$ cat src/rtl/rx_char_controller.sv
// Receive-side controller: sequences the character recovery receiver through
// reset/flush/run, buffers recovered characters in a FWFT FIFO and flags idle lines.
module rx_char_controller #(
    parameter int DATA_BITS    = 7,
    parameter int OVERSAMPLING = 17,
    parameter int FIFO_DEPTH   = 4,
    parameter int IDLE_CHARS   = 2
) (
    input  logic                               clk_i,
    input  logic                               rst_n_i,
    input  logic                               enable_i,
    input  logic                               clear_i,
    output logic                               rec_rst_o,
    input  logic [7:0]                         rec_char_i,
    input  logic                               rec_valid_i,
    output logic [DATA_BITS-1:0]               data_o,
    output logic                               data_valid_o,
    input  logic                               data_ready_i,
    output logic [$clog2(FIFO_DEPTH+1)-1:0]    count_o,
    output logic                               overrun_o,
    output logic                               idle_o,
    output logic [1:0]                         state_o
);

    localparam int AW             = $clog2(FIFO_DEPTH);
    localparam int CW             = $clog2(FIFO_DEPTH + 1);
    localparam int TIMEOUT_CYCLES = OVERSAMPLING * (DATA_BITS + 2) * IDLE_CHARS;
    localparam int TW             = (TIMEOUT_CYCLES > 1) ? $clog2(TIMEOUT_CYCLES) : 1;

    localparam logic [CW-1:0] FULL_COUNT = CW'(FIFO_DEPTH);
    localparam logic [TW-1:0] IDLE_LAST  = TW'(TIMEOUT_CYCLES - 1);

    localparam logic [1:0] ST_DISABLED = 2'd0;
    localparam logic [1:0] ST_FLUSH    = 2'd1;
    localparam logic [1:0] ST_RUN      = 2'd2;

    logic [1:0]           state;
    logic [1:0]           state_next;
    logic                 flush_cnt;

    logic [DATA_BITS-1:0] mem [FIFO_DEPTH];
    logic [AW-1:0]        rd_ptr;
    logic [AW-1:0]        wr_ptr;
    logic [CW-1:0]        count;

    logic                 push_req;
    logic                 pop;
    logic                 full;
    logic                 push;
    logic                 drop;

    logic                 idle_armed;
    logic [TW-1:0]        idle_cnt;

    logic                 unused_rec_bits;

    // ------------------------------------------------------------------
    // Sequencer
    // ------------------------------------------------------------------
    always_comb begin
        state_next = state;
        case (state)
            ST_DISABLED: begin
                if (enable_i) state_next = ST_FLUSH;
            end
            ST_FLUSH: begin
                if (!enable_i)     state_next = ST_DISABLED;
                else if (flush_cnt) state_next = ST_RUN;
            end
            ST_RUN: begin
                if (!enable_i) state_next = ST_DISABLED;
            end
            default: state_next = ST_DISABLED;
        endcase
    end

    // flush_cnt counts the two receiver-reset cycles spent in FLUSH
    always_ff @(posedge clk_i or negedge rst_n_i) begin
        if (!rst_n_i) begin
            state     <= ST_DISABLED;
            flush_cnt <= 1'b0;
        end else begin
            state     <= state_next;
            flush_cnt <= (state == ST_FLUSH) && (state_next == ST_FLUSH);
        end
    end

    assign rec_rst_o = (state != ST_RUN);
    assign state_o   = state;

    // ------------------------------------------------------------------
    // First-word fall-through FIFO
    // ------------------------------------------------------------------
    assign push_req = (state == ST_RUN) && rec_valid_i;
    assign pop      = (count != '0) && data_ready_i;
    assign full     = (count == FULL_COUNT);
    assign push     = push_req && (!full || pop);
    assign drop     = push_req && full && !pop;

    always_ff @(posedge clk_i) begin
        if (push) mem[wr_ptr] <= rec_char_i[DATA_BITS-1:0];
    end

    always_ff @(posedge clk_i or negedge rst_n_i) begin
        if (!rst_n_i) begin
            rd_ptr <= '0;
            wr_ptr <= '0;
            count  <= '0;
        end else begin
            if (push) wr_ptr <= wr_ptr + AW'(1);
            if (pop)  rd_ptr <= rd_ptr + AW'(1);
            case ({push, pop})
                2'b10:   count <= count + CW'(1);
                2'b01:   count <= count - CW'(1);
                default: count <= count;
            endcase
        end
    end

    assign data_o       = mem[rd_ptr];
    assign data_valid_o = (count != '0);
    assign count_o      = count;

    // A fresh drop takes priority over a simultaneous clear
    always_ff @(posedge clk_i or negedge rst_n_i) begin
        if (!rst_n_i)     overrun_o <= 1'b0;
        else if (drop)    overrun_o <= 1'b1;
        else if (clear_i) overrun_o <= 1'b0;
    end

    // ------------------------------------------------------------------
    // Idle-line timer: armed by any strobe in RUN, including dropped ones
    // ------------------------------------------------------------------
    always_ff @(posedge clk_i or negedge rst_n_i) begin
        if (!rst_n_i) begin
            idle_armed <= 1'b0;
            idle_cnt   <= '0;
            idle_o     <= 1'b0;
        end else begin
            idle_o <= 1'b0;
            if (state != ST_RUN) begin
                idle_armed <= 1'b0;
                idle_cnt   <= '0;
            end else if (rec_valid_i) begin
                idle_armed <= 1'b1;
                idle_cnt   <= '0;
            end else if (idle_armed) begin
                if (idle_cnt == IDLE_LAST) begin
                    idle_o     <= 1'b1;
                    idle_armed <= 1'b0;
                    idle_cnt   <= '0;
                end else begin
                    idle_cnt <= idle_cnt + TW'(1);
                end
            end
        end
    end

    assign unused_rec_bits = ^rec_char_i;

endmodule

$ cat config.mk
export PLATFORM = sky130hd
export DESIGN_NAME = rx_char_controller
export DESIGN_NICKNAME = d
export VERILOG_FILES = /design/src/rtl/rx_char_controller.sv
export SDC_FILE = /design/constraint.sdc
export NUM_CORES = 1
export LEC_CHECK = 0
export ABC_AREA = 1
export CAP_MARGIN = 0
export CORE_ASPECT_RATIO = 0.5
export CORE_MARGIN = 2
export CORE_UTILIZATION = 50
export CTS_BUF_LIST = sky130_fd_sc_hd__clkbuf_4 sky130_fd_sc_hd__clkbuf_8
export DETAILED_ROUTE_END_ITERATION = 10
export GPL_TIMING_DRIVEN = 0
export PLACE_DENSITY = 0.83
export REMOVE_ABC_BUFFERS = 1
export SKIP_CTS_REPAIR_TIMING = 1
export SYNTH_ARGS = -nofsm -noshare
export SYNTH_HDL_FRONTEND = slang
export SYNTH_SLANG_ARGS = --single-unit
$ cat constraint.sdc
create_clock -name clk_i -period 2.65 [get_ports clk_i]
set_clock_uncertainty 0.05 [all_clocks]
set_input_delay 0.53 -clock clk_i [delete_from_list [all_inputs] [get_ports clk_i]]
set_output_delay 0.53 -clock clk_i [all_outputs]
set_load 0.03 [all_outputs]
==> results of run 1 <==
==> cell usage in the layout (no fill, tap or decap), types with 5 or more instances in the layout <==
cell / netlist / layout
o22ai_1: 12 / 12
clkdlybuf4s50_1: 0 / 22
nand2_2: 5 / 5
dfrtp_1: 22 / 21
nand3_1: 9 / 9
clkbuf_8: 0 / 5
edfxtp_1: 28 / 28
inv_1: 27 / 26
nor2_1: 31 / 31
buf_4: 0 / 6
dlymetal6s2s_1: 0 / 6
nand2_1: 33 / 33
ha_1: 6 / 6
nand4_1: 6 / 6
o21ai_0: 14 / 14
==> worst register-to-register path, stage by stage (launching register included) <==
cell and delay [ps]:
dfrtp_1 460, nand3_2 200, clkinv_2 130, nand2_2 110, nor2_1 570
==> flip-flops by register name (all words and copies together) (netlist names) <==
| register | cells |
|---|---|
| count_o | 3 |
| flush_cnt | 1 |
| idle_armed | 1 |
| idle_cnt | 9 |
| idle_o | 1 |
| mem | 28 |
| overrun_o | 1 |
| rd_ptr | 2 |
| state_o | 2 |
| wr_ptr | 2 |
==> metal layers <==
metal	global-route usage [%]	up-vias	routed length, microns
li1	-	833	-
met1	22.41	789	1925
met2	32.88	32	2254
met3	4.032	9	131
met4	5.479	0	64
met5	0	-	0
==> logic make-up (layout without fill, tap and decap cells) <==
family                   after synthesis  after routing  synth area share (%)
buffers and inverters                 33             72                 5.555
XOR/XNOR                               5              5                 1.906
adder cells (fa/ha/maj)                7              7                 4.139
AO/OA/AOI/OAI                         35             35                 8.388
AND/OR/NAND/NOR                       93             93                 19.44
flip-flops                            50             50                 60.57
==> area by class of cell <==
class / instances / area [sq um] / share of cell area [%]
tap: 57 / 71.32 / 2.557
inverter: 30 / 117.6 / 4.217
multi-input combinational: 140 / 778.2 / 27.90
clock inverter: 3 / 20.02 / 0.7178
timing repair buffer: 34 / 340.3 / 12.20
sequential: 50 / 1393 / 49.93
clock buffer: 5 / 68.82 / 2.467
==> final timing paths <==
path | to | cells after the start | start
max | data_o[2] | 5 | rd_ptr[0]$_DFFE_PN0P_
min | overrun_o$_DFFE_PN0P_ | 2 | overrun_o$_DFFE_PN0P_
max reg2reg | mem[3][2]$_DFFE_PP_ | 4 | state_o[1]$_DFF_PN0_
min reg2reg | overrun_o$_DFFE_PN0P_ | 2 | overrun_o$_DFFE_PN0P_
max in group asynchronous | rd_ptr[0]$_DFFE_PN0P_ | 1 | rst_n_i
min in group asynchronous | idle_cnt[1]$_DFFE_PN0P_ | 1 | rst_n_i
==> power breakdown <==
| part | switching (uW) | internal, uW | total [uW] |
|---|---|---|---|
| Clock | 258 | 186 | 444 |
| Sequential | 82.6 | 886 | 968 |
| Combinational | 593 | 397 | 990 |
==> through the flow <==
stage | worst slack, ps | total power, uW | util, %
after global routing | 10.61 | 2542 | 63.34
after floorplan | 725.5 | 1548 | -
after global placement | 69.73 | 1862 | 59.85
final | 122.3 | 2401 | 63.34
after CTS | -233.7 | 2345 | 61.86
after detailed placement | 7.379 | 1903 | 59.85
==> results_dict.tcl, run 1 <==
set metrics [dict create \
    grt_pass1_vias 1566 \
    worstPathMaxFanout 9 \
    cp-start-kind "flop" \
    synth_seq_cells 50 \
    io_buffers 28 \
    netlist_instances 223 \
    die-width_microns 99.86 \
    drv_slew 0 \
    rsz0062_at_grt "no" \
    seq_area_frac_synth_pct 60.57 \
    vias 1663 \
    ys_types 27 \
    netlist_area_sq_um 2297 \
    die-area_sq_um 5186 \
    cts_tree "done" \
    clk_pin_slew_ps 90 \
    yosysMostFrequentCell "nand2_1" \
    stdcell_count 319 \
    reg2reg_slack_ps 770 \
    grt_pass1_wl_microns 7127 \
    hold_ws_ps 483.1 \
    synth_ff_type "edfxtp_1" \
    nNetsFinal 282 \
    yosys-top-cells-count "nand2_1, nor2_1, edfxtp_1, inv_1, dfrtp_1" \
    coreArea_sq_um 4403 \
    antenna_found_initial 0 \
    synth.top_cells.by_area "edfxtp_1, dfrtp_1, nand2_1, nor2_1, inv_1" \
    yosys.area.top_type "edfxtp_1" \
    clkSinkCount 50 \
    start_util_pct 52.17 \
    cts_root_buffer "clkbuf_8" \
    path_cells "clkinvlp_4, buf_4, nor2_1, o22ai_1, clkdlybuf4s50_1" \
    critPathBufInv 3 \
    area_delta_synth_final_pct 21.41 \
    layout_worst_path_cycle_share_pct 95.38 \
    numCtsBuffers 5 \
    post_drt_wl_per_cell_microns 13.72 \
    final_antenna_net_count 0 \
    drv_cap 0 \
    remaining_drc_errors 0 \
    placed_cell_area_sq_um 2635 \
    drt_pre_antenna_iters 4 \
    synth_edf_count 28 \
    clockBufferDepth 2 \
    worst_setup_path_end_kind "output pin" \
    hold_path_class "reg -> reg" \
    drtIter0Drc 62 \
    leakage_uw 0.001172 \
    drive_gt1_share_pct 11.07 \
    async_reset_ff_share_pct 44.00 \
    path_class "reg -> out" \
    place.gp.congestion 0.8838 \
    tns_ps 0 \
    synth_top_cell_area_share_pct 36.60 \
    fin_area_sq_um 2789 \
    tightestPinTransition_ps 971.4 \
    cp_slowest_cell "clkdlybuf4s50_1" \
    finalHoldViolations 0 \
    die_y_microns 51.93 \
    fmax_ghz 0.3956 \
    worst_path_largest_cell_delay_ps 690 \
    placedCellCount 305 \
    worst-endpoint-required_ps 2070 \
    htree_num_levels 2 \
    grt.total_usage_pct 18.21 \
    critPathArrivalTime_ps 1950 \
    viasPerCell 5.213 \
    hpwl_microns 2938 \
    diodes 0 \
    synth-warning-count 0 \
    ir_drop_mv 0.3579 \
    gr-total-overflow 0 \
    row_count 17 \
    avgSynthCellArea_sq_um 10.30 \
    setup_viol 0 \
    slew_headroom_pct 35.03 \
    worstSkewPairLatency_ps 300 \
    io-pin-count 30 \
    p_per_area_nw_per_um2 861.1 \
    fillCellCount 342 \
    routed_wl_microns 4376 \
    min_period_ps 2528 \
    cp_top_family "buffers and inverters" \
    grt_start_max_net_pins 23 \
    status "finished, final reports clean" \
]
No activity file was read; power rests on OpenSTA's default activity.
==> run 2, diff against run 1 <==
CORE_UTILIZATION = 60   (was 50)
PLACE_DENSITY = 0.95   (was 0.83)
==> results_dict.tcl, run 2 (synthesis results as in run 1) <==
set metrics [dict create \
    worstSkewPairLatency_ps 300 \
    coreArea_sq_um 3547 \
    drt_pre_antenna_iters 5 \
    antenna_found_initial 0 \
    largest_register_ffs 28 \
    finalHoldViolations 0 \
    cts_root_buffer "clkbuf_8" \
    ir_drop_mv 0.4019 \
    tns_ps 0 \
    reg2reg_slack_ps 790 \
    place.gp.congestion 0.8049 \
    pre_cts_slack_ps 54.51 \
    clkSinkCount 50 \
    routed_wl_microns 4881 \
    worst_slack_ps 50.96 \
    clockBufferDepth 2 \
    min_period_ps 2599 \
    hold_depth 3 \
    start_util_pct 64.76 \
    cp_top_family "buffers and inverters" \
    clk_pin_slew_ps 100 \
    final_antenna_net_count 0 \
    layout_worst_path_cycle_share_pct 98.08 \
    tightestPinTransition_ps 991.5 \
    largest_register "mem" \
    final_common_cell "nand2_1" \
    hpwl_microns 3061 \
    r2r_cells 4 \
    worst-endpoint-required_ps 2070 \
    drv_cap 0 \
    setup_viol 0 \
    p_per_area_nw_per_um2 891.6 \
    cp_slowest_cell "clkdlybuf4s50_1" \
    critPathArrivalTime_ps 2020 \
    gr-total-overflow 0 \
    die-width_microns 91.51 \
    status "finished, final reports clean" \
    vias 1750 \
    drv_slew 0 \
    hold_path_class "reg -> reg" \
    worst_path_largest_cell_delay_ps 690 \
    fin_area_sq_um 2775 \
    hold_ws_ps 483.6 \
    io_buffers 28 \
    placed_cell_area_sq_um 2628 \
    worst_setup_path_end_kind "output pin" \
    die-area_sq_um 4370 \
    io-pin-count 30 \
    fillCellCount 177 \
    drtIter0Drc 110 \
    grt_start_max_net_pins 23 \
    htree_num_levels 2 \
    remaining_drc_errors 0 \
    worstPathMaxFanout 9 \
    diodes 0 \
    area_delta_synth_final_pct 20.81 \
    drive_gt1_share_pct 10.42 \
    critPathBufInv 2 \
    grt_pass1_wl_microns 7534 \
    slew_headroom_pct 33.69 \
    numCtsBuffers 5 \
    grt_pass1_vias 1631 \
    die_y_microns 47.76 \
    nNetsFinal 279 \
    grt.total_usage_pct 23.27 \
    layout_common_cells "nand2_1, nor2_1, edfxtp_1, inv_1, clkdlybuf4s50_1" \
    path_cells "inv_1, o21ai_0, o22ai_1, clkdlybuf4s50_1" \
    row_count 15 \
    fmax_ghz 0.3848 \
    cp-start-kind "flop" \
    leakage_uw 0.001142 \
    cts_tree "done" \
    finalPower_uw 2474 \
    viasPerCell 5.645 \
    post_drt_wl_per_cell_microns 15.75 \
    path_depth 4 \
    path_class "reg -> out" \
]
[run 2: changes by cell type in the layout (fill, tap and decap cells not counted)]
| cell | previous run | this run |
|---|---|---|
| inv_6 | 1 | 0 |
| clkdlybuf4s50_1 | 22 | 25 |
| buf_4 | 6 | 2 |
| clkinv_4 | 0 | 2 |
| clkinv_1 | 1 | 0 |
| clkbuf_8 | 5 | 6 |
| clkinvlp_4 | 2 | 1 |
| buf_12 | 0 | 1 |
| dlymetal6s2s_1 | 6 | 3 |
[run 2: worst reg2reg max path: stages (launching register included)]
cell and delay [ps]:
dfrtp_1 460, nand3_2 210, clkinv_2 140, nand2_2 120, nor2_1 540
[run 2: final timing paths]
| check | endpoint | start |
|---|---|---|
| setup / recovery | data_o[1] | rd_ptr[1]$_DFFE_PN0P_ |
| hold reg to reg | state_o[0]$_DFF_PN0_ | flush_cnt$_DFF_PN0_ |
| min in group asynchronous | overrun_o$_DFFE_PN0P_ | rst_n_i |
| max in group asynchronous | rd_ptr[0]$_DFFE_PN0P_ | rst_n_i |
| hold / removal | state_o[0]$_DFF_PN0_ | flush_cnt$_DFF_PN0_ |
| setup reg to reg | mem[2][5]$_DFFE_PP_ | state_o[1]$_DFF_PN0_ |
[run 2: per-stage QoR]
stage               util (%)  instances
global route           78.24        310
global placement       74.07        299
floorplan                  -        220
CTS                    76.90        307
finish                 78.24        310
detailed placement     74.07        299
[run 2: layout make-up]
type / instances / area, sq um / area share (%)
clock inverter: 2 / 17.52 / 0.6312
inverter: 30 / 117.6 / 4.238
clock buffer: 6 / 82.58 / 2.976
timing repair buffer: 31 / 322.8 / 11.63
multi-input combinational: 140 / 778.2 / 28.04
tap: 51 / 63.81 / 2.299
sequential: 50 / 1393 / 50.18
[run 2: power by group]
part,total [uW],internal [uW],switching (uW)
registers,973,885,88.0
logic,1020,397,628
clock network,476,215,261
total,2470,1500,977
[run 2: routing by layer]
layer | GRT usage (%) | wire [microns]
met5 | 0 | 0
met4 | 10.91 | 149
met3 | 4.094 | 217
met2 | 46.47 | 2544
met1 | 26.10 | 1968
==> run 3, diff against run 2 <==
CELL_PAD_IN_SITES_DETAIL_PLACEMENT = 0   (was not set)
CELL_PAD_IN_SITES_GLOBAL_PLACEMENT = 1   (was not set)
CORE_UTILIZATION = 48   (was 60)
CTS_CLUSTER_DIAMETER = 40   (was not set)
==> results_dict.tcl, run 3 (synthesis results as in run 1) <==
set metrics [dict create \
    min_to "state_o[0]$_DFF_PN0_" \
    io-pin-count 30 \
    drv_cap 0 \
    grt_start_max_net_pins 23 \
    largest_register "mem" \
    pre_cts_slack_ps -22.83 \
    row_count 17 \
    drv_slew 0 \
    ir_drop_mv 0.4099 \
    worstPathMaxFanout 7 \
    diodes 0 \
    p_per_area_nw_per_um2 864.1 \
    antenna_found_initial 0 \
    leakage_uw 0.001187 \
    routed_wl_microns 4310 \
    grt_pass1_vias 1578 \
    critPathArrivalTime_ps 2180 \
    final_common_cell "nand2_1" \
    setup_viol 0 \
    die-width_microns 101.8 \
    clockBufferDepth 2 \
    nNetsFinal 282 \
    start_util_pct 50.94 \
    numCtsBuffers 5 \
    path_cells "clkdlybuf4s50_1, nand3_2, clkinv_2, nand2_2, nor2_1" \
    r2r_cells 4 \
    pwr-share-clk_pct 19.5 \
    hold_path_class "reg -> reg" \
    finalHoldViolations 0 \
    reg2reg_to "mem[3][2]$_DFFE_PP_" \
    tightestPinTransition_ps 992.2 \
    layout_worst_path_cycle_share_pct 86.51 \
    worst_path_largest_cell_delay_ps 630 \
    area_delta_synth_final_pct 22.44 \
    worstSkewPairLatency_ps 300 \
    hpwl_microns 2984 \
    cp-start-kind "input port" \
    layout_common_cells "nand2_1, nor2_1, edfxtp_1, inv_1" \
    worstHoldStart "flush_cnt$_DFF_PN0_" \
    worst-endpoint-required_ps 2540 \
    drt_pre_antenna_iters 6 \
    min_period_ps 2293 \
    place.gp.congestion 0.7615 \
    cts_tree "done" \
    path_depth 5 \
    clkSinkCount 50 \
    die-area_sq_um 5389 \
    swShare_pct 38.50 \
    io_buffers 28 \
    hold_depth 3 \
    cts_root_buffer "clkbuf_8" \
    worst_slack_ps 357.4 \
    largest_register_ffs 28 \
    rsz0062_at_grt "no" \
    switchingPower_uw 935.8 \
    comb_power_share_pct 40.4 \
    grt.total_usage_pct 17.62 \
    p_int_uw 1495 \
    die_y_microns 52.92 \
    reg2reg_from "state_o[1]$_DFF_PN0_" \
    reg2reg_slack_ps 770 \
    drive_gt1_share_pct 11.45 \
    p_seq_share_pct 40.1 \
    worst_setup_path_end_kind "flop" \
    status "finished, final reports clean" \
    fmax_ghz 0.4362 \
    hold_ws_ps 479.8 \
    gr-total-overflow 0 \
    grt_pass1_wl_microns 7120 \
    vias 1650 \
    path_class "in -> reg" \
    slew_headroom_pct 33.65 \
    viasPerCell 5.030 \
    clk_pin_slew_ps 90 \
    cp_slowest_cell "clkdlybuf4s50_1" \
    drtIter0Drc 52 \
    coreArea_sq_um 4509 \
    final_antenna_net_count 0 \
    cp_top_family "simple AND/OR/NAND/NOR gates" \
    remaining_drc_errors 0 \
    htree_num_levels 2 \
    critPathBufInv 2 \
    post_drt_wl_per_cell_microns 13.14 \
]
[run 3: final cells by class]
type                       instances  area, sq um
multi-input combinational        140        778.2
fill                             389         1697
inverter                          30        117.6
clock inverter                     2        16.27
tap                               66        82.58
timing repair buffer              34        342.8
clock buffer                       6        82.58
sequential                        50         1393
[run 3: power by group through the flow]
stage	logic [uW]	clock network [uW]	registers, uW
6_report	983	473	974
3_5_place_dp	907	0	996
2_1_floorplan	530	0	1020
5_1_grt	1070	518	986
3_3_place_gp	874	0	992
4_1_cts	910	487	982
[run 3: through the flow]
step           power, uW  TNS (ps)  instances  utilization (%)  instance area (sq um)
3_3_place_gp        1867         0        314            58.68                   2646
2_1_floorplan       1548         0        220                -                   2283
4_1_cts             2379     -1404        322            60.88                   2745
3_5_place_dp        1904    -158.2        314            58.68                   2646
5_1_grt             2579         0        328            62.38                   2813
6_report            2430         0        328            62.38                   2813
[run 3: tightest hold or removal path, cell delays in order, from the launching register on]
cell     delay, ps
dfrtp_1        330
nand2_1         60
nand2_1         70
nor2_1          40
[run 3: worst max path at each step]
stage / from / end
after CTS: rd_ptr[0]$_DFFE_PN0P_ / data_o[6]
after global placement: rec_valid_i / mem[0][1]$_DFFE_PP_
final: rec_valid_i / mem[3][2]$_DFFE_PP_
after floorplan: rd_ptr[0]$_DFFE_PN0P_ / data_o[0]
after detailed placement: rec_valid_i / mem[3][0]$_DFFE_PP_
after global routing: rec_valid_i / mem[3][2]$_DFFE_PP_
[run 3: per-layer routing]
metal / routed length, microns / up-vias / track usage, %
met3: 160 / 7 / 4.756
met1: 1991 / 794 / 21.45
li1: - / 822 / -
met4: 58 / 0 / 5.778
met2: 2100 / 27 / 31.03
met5: 0 / - / 0
